**src/rtl/booth_dec_acc.sv**
```systemverilog
// booth_dec_acc: radix-8 Booth digit decoder and serial accumulator.
// Accepts one encoded digit (neg + one-hot f0..f4) per beat, forms +/-k*A,
// shifts it by 3*digit_index and accumulates into a PW-bit signed product.
// Optional feature macro: BOOTH_DEC_ONEHOT_CHK_EN (malformed-digit check on err).
module booth_dec_acc #(
  parameter  int unsigned WA = 8,
  parameter  int unsigned ND = 3,
  localparam int unsigned PW = WA + 3 * ND
) (
  input  logic          clk,
  input  logic          rst,
  input  logic          in_valid,
  output logic          in_ready,
  input  logic          in_first,
  input  logic          in_last,
  input  logic [WA-1:0] a,
  input  logic          neg,
  input  logic          f0,
  input  logic          f1,
  input  logic          f2,
  input  logic          f3,
  input  logic          f4,
  output logic          out_valid,
  input  logic          out_ready,
  output logic [PW-1:0] product,
  output logic          err
);

  localparam int unsigned MW = WA + 3;                  // partial-product magnitude width
  localparam int unsigned XW = PW - MW;                 // sign-extension bits to PW
  localparam int unsigned IW = $clog2(ND + 1);          // digit index width
  localparam int unsigned SW = $clog2(3 * ND + 1);      // shift amount width

  localparam logic [1:0] S_IDLE = 2'd0;
  localparam logic [1:0] S_ACC  = 2'd1;
  localparam logic [1:0] S_DONE = 2'd2;

  logic [1:0]    r_state;
  logic [1:0]    w_state_nx;
  logic [PW-1:0] r_acc;
  logic [PW-1:0] w_acc_nx;
  logic [IW-1:0] r_idx;
  logic [IW-1:0] w_idx_nx;
  logic [WA-1:0] r_a;
  logic [WA-1:0] w_a_nx;
  logic          r_flag;
  logic          w_flag_nx;
  logic          r_in_ready;
  logic          r_out_valid;

  logic          w_in_fire;
  logic          w_final;
  logic [IW-1:0] w_didx;
  logic [SW-1:0] w_shamt;
  logic [WA-1:0] w_x;
  logic [MW-1:0] w_x1;
  logic [MW-1:0] w_x2;
  logic [MW-1:0] w_x3;
  logic [MW-1:0] w_x4;
  logic [4:0]    w_sel;
  logic [MW-1:0] w_mag;
  logic          w_bad;
  logic [PW-1:0] w_pp_ext;
  logic [PW-1:0] w_pp;
  logic [PW-1:0] w_pp_sh;

  assign in_ready  = r_in_ready;
  assign out_valid = r_out_valid;
  assign product   = r_acc;
  assign err       = r_flag;

  assign w_in_fire = in_valid & r_in_ready;

  // Digit index of the current beat: 0 for the opening beat in IDLE
  assign w_didx  = (r_state == S_IDLE) ? '0 : r_idx;
  assign w_final = in_last | (w_didx == IW'(ND - 1));
  assign w_shamt = SW'({w_didx, 1'b0}) + SW'(w_didx);

  // Multiplicand for this beat: live input on the opening beat, latched copy after
  assign w_x  = (r_state == S_IDLE) ? a : r_a;
  assign w_x1 = {{3{w_x[WA-1]}}, w_x};
  assign w_x2 = {w_x1[MW-2:0], 1'b0};
  assign w_x4 = {w_x1[MW-3:0], 2'b00};
  assign w_x3 = w_x1 + w_x2;

  assign w_sel = {f4, f3, f2, f1, f0};

`ifdef BOOTH_DEC_ONEHOT_CHK_EN
  // Strict one-hot decode; anything else contributes 0 and flags the transaction
  always_comb begin
    w_mag = '0;
    w_bad = 1'b0;
    case (w_sel)
      5'b00001: w_mag = '0;
      5'b00010: w_mag = w_x1;
      5'b00100: w_mag = w_x2;
      5'b01000: w_mag = w_x3;
      5'b10000: w_mag = w_x4;
      default:  w_bad = 1'b1;
    endcase
  end
`else
  // Priority decode f4 > f3 > f2 > f1; f0 or no select yields 0
  always_comb begin
    w_mag = '0;
    w_bad = 1'b0;
    casez (w_sel)
      5'b1????: w_mag = w_x4;
      5'b01???: w_mag = w_x3;
      5'b001??: w_mag = w_x2;
      5'b0001?: w_mag = w_x1;
      default:  w_mag = '0;
    endcase
  end
`endif

  // Sign-extend, apply digit sign, then weight by 8^index
  assign w_pp_ext = {{XW{w_mag[MW-1]}}, w_mag};
  assign w_pp     = neg ? (~w_pp_ext + PW'(1)) : w_pp_ext;
  assign w_pp_sh  = w_pp << w_shamt;

  // Next-state and datapath update
  always_comb begin
    w_state_nx = r_state;
    w_acc_nx   = r_acc;
    w_idx_nx   = r_idx;
    w_a_nx     = r_a;
    w_flag_nx  = r_flag;
    case (r_state)
      S_IDLE: begin
        if (w_in_fire && in_first) begin
          w_a_nx     = a;
          w_acc_nx   = w_pp_sh;
          w_idx_nx   = IW'(1);
          w_flag_nx  = w_bad;
          w_state_nx = w_final ? S_DONE : S_ACC;
        end
      end
      S_ACC: begin
        if (w_in_fire) begin
          w_acc_nx  = r_acc + w_pp_sh;
          w_idx_nx  = r_idx + IW'(1);
          w_flag_nx = r_flag | w_bad;
          if (w_final) begin
            w_state_nx = S_DONE;
          end
        end
      end
      S_DONE: begin
        if (out_ready) begin
          w_state_nx = S_IDLE;
        end
      end
      default: w_state_nx = S_IDLE;
    endcase
  end

  // State, datapath and registered handshake outputs
  always_ff @(posedge clk) begin
    if (rst) begin
      r_state     <= S_IDLE;
      r_acc       <= '0;
      r_idx       <= '0;
      r_a         <= '0;
      r_flag      <= 1'b0;
      r_in_ready  <= 1'b1;
      r_out_valid <= 1'b0;
    end else begin
      r_state     <= w_state_nx;
      r_acc       <= w_acc_nx;
      r_idx       <= w_idx_nx;
      r_a         <= w_a_nx;
      r_flag      <= w_flag_nx;
      r_in_ready  <= (w_state_nx != S_DONE);
      r_out_valid <= (w_state_nx == S_DONE);
    end
  end

endmodule

```
**config.mk**
```make
export PLATFORM = sky130hd
export DESIGN_NAME = booth_dec_acc
export DESIGN_NICKNAME = d
export VERILOG_FILES = /design/src/rtl/booth_dec_acc.sv
export SDC_FILE = /design/constraint.sdc
export NUM_CORES = 1
export LEC_CHECK = 0
export BUFFER_PORTS_ARGS = -buffer_cell sky130_fd_sc_hd__clkbuf_2
export CAP_MARGIN = 20
export CELL_PAD_IN_SITES_DETAIL_PLACEMENT = 1
export CELL_PAD_IN_SITES_GLOBAL_PLACEMENT = 1
export CORE_ASPECT_RATIO = 1.75
export CORE_MARGIN = 1
export CORE_UTILIZATION = 38
export DETAILED_ROUTE_END_ITERATION = 12
export PLACE_DENSITY_LB_ADDON = 0.1
export SLEW_MARGIN = 20
export SYNTH_ARGS = -nofsm -noshare
export SYNTH_HDL_FRONTEND = slang
export SYNTH_SLANG_ARGS = --single-unit
```
**constraint.sdc**
```tcl
create_clock -name clk -period 14.65 [get_ports clk]
set_input_delay 2.93 -clock clk [delete_from_list [all_inputs] [get_ports clk]]
set_output_delay 2.93 -clock clk [all_outputs]
set_load 0.05 [all_outputs]
```
==> results.md <==
- Status: complete, but fails checks
- Failing checks: design-rule violations
- Largest net degree at the start of global routing: 31
- Io pins: 40
- CP max FO: 6
- Synthesis-stage register bit count: 31
- Hold Path Class: register to register
- EDFF count, synth: 0
- GRT busiest layer: met2
- Max-cap violations: 0
- VDD IR max: 0.0513 mV
- Worst-path clk slew: 0.06 ns
- Gr ovfl total: 0
- Post-synthesis cell area: 4140 um2
- Post_cts resized: 0
- Final period util: 60.2%
- Die Area: 11300 um2
- FMAX: 113 MHz
- Hold Path Sink: r_a[0]$_SDFFE_PP0P_
- Die X-Extent: 80.9 um
- DRT antenna net count: 0
- 1st-iter DRT viols: 186
- TritonRoute pass-1 iters: 8
- Slew @ Worst Pin: 0.840 ns
- End of the worst register-to-register path: product[15]$_SDFFE_PP0P_
- CP max stage cell: a221oi_1
- Worst hold slack: 0.453 ns
- Critical path arrival: 9.01 ns
- Nets@finish: 639
- Hold buffers post-CTS: 0
- Die Ht: 140 um
- Number of global-route vias before repair: 4510
- Sequential Area: 621 um2
- Initial core utilization: 38.9%
- Root Buffer: clkbuf_16
- Worst path max stage delay: 0.60 ns
- Core Rows: 50
- PortBufs: 37
- Hold-critical path depth: 2
- Met1 Track Usage GR: 27.0%
- Seq/Total Area, Yosys: 15.0%
- Power Total: 0.000442 W
- Htree depth: 2
- Avg Cell Area, Syn: 7.27 um2
- Share of layout cells above drive strength 1: 13.7%
- Multi-input logic area: 3270 um2
- Worst slew margin: 44.0%
- Crit path kind: primary input to register
- Clk_skew: 0.00691 ns
- Met3 usage: 2.80%
- Reg2reg path depth: 25
- # setup viols final: 0
- Syn nets: 619
- Clock latency on the worst-skew pair: 0.29 ns
- Crit-path most repeated cell: ha_1
- # Post-CTS Setup Buffers: 0
- Initial antenna violation count: 0
- Crit start category: primary input
- Pwr dens: 97.2 nW/um2
- Main synth FF type: dfxtp_1
- Diode count: 0
- Clk buf depth: 2
- Worst reg2reg setup slack: 7.72 ns
- Routability cong.: 0.937
- Setup TNS: 0 ns
- Post-Route WL: 14.3 mm
- First-pass GRT wire length: 23.2 mm
- Min cycle time layout: 8.82 ns
- Asr flop ratio synth: 0%
- Gate Count Post-Synth: 569
- GRT Total Usage: 26.3%
- Worst hold start: r_a[0]$_SDFFE_PP0P_
- CP Buf/Inv Count: 1
- Worst path required time: 14.84 ns
- Met2 Track Usage GR: 50.4%
- Crit end category: register
- Yosys cell types: 85
- Final Hold Viols: 0
- Placed Area: 4380 um2
- Pleak: 1.87 nW
- Worst reg2reg startpoint: r_state[1]$_SDFF_PP0_
- Pins Over Slew Limit: 0
- TritonCTS Buffers: 5
- Unrepaired setup endpoints after global routing: false
- Largest delay share family, worst path: compound AO/OA/AOI/OAI gates
- DR WL/cell: 19.9 um
- Total clock sinks: 31
- Final Cell Area: 4550 um2
- Vias per inst: 6.17
- Yosys warns: 0
- Placed wire-length estimate: 11.2 mm
- Remaining DRCs: 1
- Detailed-route via count: 4440
- Synth-to-Final Area Change: 9.98%
- Core ar.: 10600 um2
- CTS tree: built
- # fillers: 1373
==> synthesized netlist by cell type (3+ instances only) <==
| library cell | count | area, um2 |
|---|---|---|
| a2111oi_0 | 4 | 35.0 |
| a211oi_1 | 13 | 97.6 |
| a21o_1 | 12 | 90.1 |
| a21oi_1 | 37 | 185 |
| a221oi_1 | 3 | 26.3 |
| a2bb2oi_1 | 3 | 26.3 |
| a311oi_1 | 4 | 35.0 |
| a31oi_1 | 7 | 43.8 |
| a32oi_1 | 3 | 26.3 |
| and2_1 | 8 | 50.1 |
| and3_1 | 6 | 37.5 |
| buf_6 | 4 | 45.0 |
| clkbuf_1 | 21 | 78.8 |
| dfxtp_1 | 31 | 621 |
| ha_1 | 29 | 363 |
| inv_1 | 25 | 93.8 |
| mux2_2 | 3 | 33.8 |
| mux2i_1 | 14 | 140 |
| nand2_1 | 55 | 206 |
| nand2b_1 | 7 | 43.8 |
| nand3_1 | 17 | 85.1 |
| nand4_1 | 7 | 43.8 |
| nor2_1 | 65 | 244 |
| nor2b_1 | 5 | 31.3 |
| nor3_1 | 19 | 95.1 |
| nor3b_1 | 5 | 37.5 |
| nor4_1 | 7 | 43.8 |
| nor4b_1 | 3 | 26.3 |
| o211a_1 | 4 | 40.0 |
| o211ai_1 | 7 | 52.6 |
| o21a_1 | 6 | 45.0 |
| o21ai_0 | 25 | 125 |
| o21ai_1 | 8 | 40.0 |
| o22ai_1 | 6 | 37.5 |
| o311ai_0 | 3 | 26.3 |
| o31a_1 | 3 | 26.3 |
| o31ai_1 | 3 | 22.5 |
| or2_1 | 3 | 18.8 |
| or2_2 | 3 | 18.8 |
| or3_1 | 8 | 50.1 |
| xnor2_1 | 12 | 105 |
| xor2_1 | 4 | 35.0 |
==> final cells by class <==
type	instances	area share, %
Clock buffer	5	2.75
Tap cell	130	3.58
Multi-Input combinational cell	480	71.8
Sequential cell	31	13.6
Timing Repair Buffer	42	4.90
Inverter	29	2.39
Clock inverter	3	0.963
==> placed cells by master (no fill, tap or decap), types with 8 or more instances in the layout <==
master / n
a211oi_1: 13
a21o_1: 12
a21oi_1: 36
and2_1: 8
clkbuf_2: 37
dfxtp_1: 31
ha_1: 29
inv_1: 25
mux2i_1: 14
nand2_1: 55
nand3_1: 17
nor2_1: 65
nor3_1: 19
o21ai_0: 25
o21ai_1: 8
or3_1: 8
xnor2_1: 12
==> power breakdown <==
group,total [W],internal [W],switching (W)
Combinational,0.000222,0.0000807,0.000141
Sequential,0.0000969,0.0000903,0.00000655
Clock,0.000124,0.0000802,0.0000434
==> state kept, by name (all words and copies together), names as in the netlist <==
name / flops
product: 17
r_idx: 2
out_valid: 1
r_state: 2
r_a: 8
in_ready: 1
==> how the worst max path moves through the flow <==
stage | depth (start not counted) | endpoint | start
finish | 25 | product[15]$_SDFFE_PP0P_ | a[1]
global route | 25 | product[15]$_SDFFE_PP0P_ | a[1]
CTS | 26 | product[15]$_SDFFE_PP0P_ | a[1]
detailed placement | 26 | product[15]$_SDFFE_PP0P_ | a[1]
global placement | 26 | product[15]$_SDFFE_PP0P_ | a[1]
floorplan | 25 | product[15]$_SDFFE_PP0P_ | a[1]
==> metal layers <==
metal | vias up | routed length, um | share of wire, %
li1 | 2165 | - | -
met1 | 2157 | 5480 | 38
met2 | 82 | 7940 | 55
met3 | 36 | 367 | 2.6
met4 | 0 | 563 | 3.9
met5 | - | 0 | 0
==> kinds of logic after synthesis <==
group                    synth area share [%]
XOR/XNOR                                 3.39
multiplexers                             5.08
other                                  0.0907
AND/OR/NAND/NOR                          30.1
buffers and inverters                    6.14
adder cells (fa/ha/maj)                  9.26
flip-flops                               15.0
AO/OA/AOI/OAI                            30.9
==> worst reg2reg max path, delay by kind of cell, from the launching register on <==
kind / cells / cell delay (ns)
buffers and inverters: 1 / 0.09
AND/OR/NAND/NOR: 6 / 1.11
flip-flops: 1 / 0.76
multiplexers: 2 / 0.91
adder cells (fa/ha/maj): 3 / 0.86
XOR/XNOR: 1 / 0.14
AO/OA/AOI/OAI: 12 / 2.96
==> metrics by stage <==
| step | std cells | util, % | setup WS, ns |
|---|---|---|---|
| 6_report | 720 | 42.8 | 5.83 |
| 5_1_grt | 720 | 42.8 | 5.46 |
| 4_1_cts | 720 | 42.8 | 6.03 |
| 3_5_place_dp | 712 | 41.2 | 5.75 |
| 3_3_place_gp | 712 | 41.2 | 5.84 |
| 2_1_floorplan | 569 | - | 6.75 |
(Power assumes the default switching activity.)
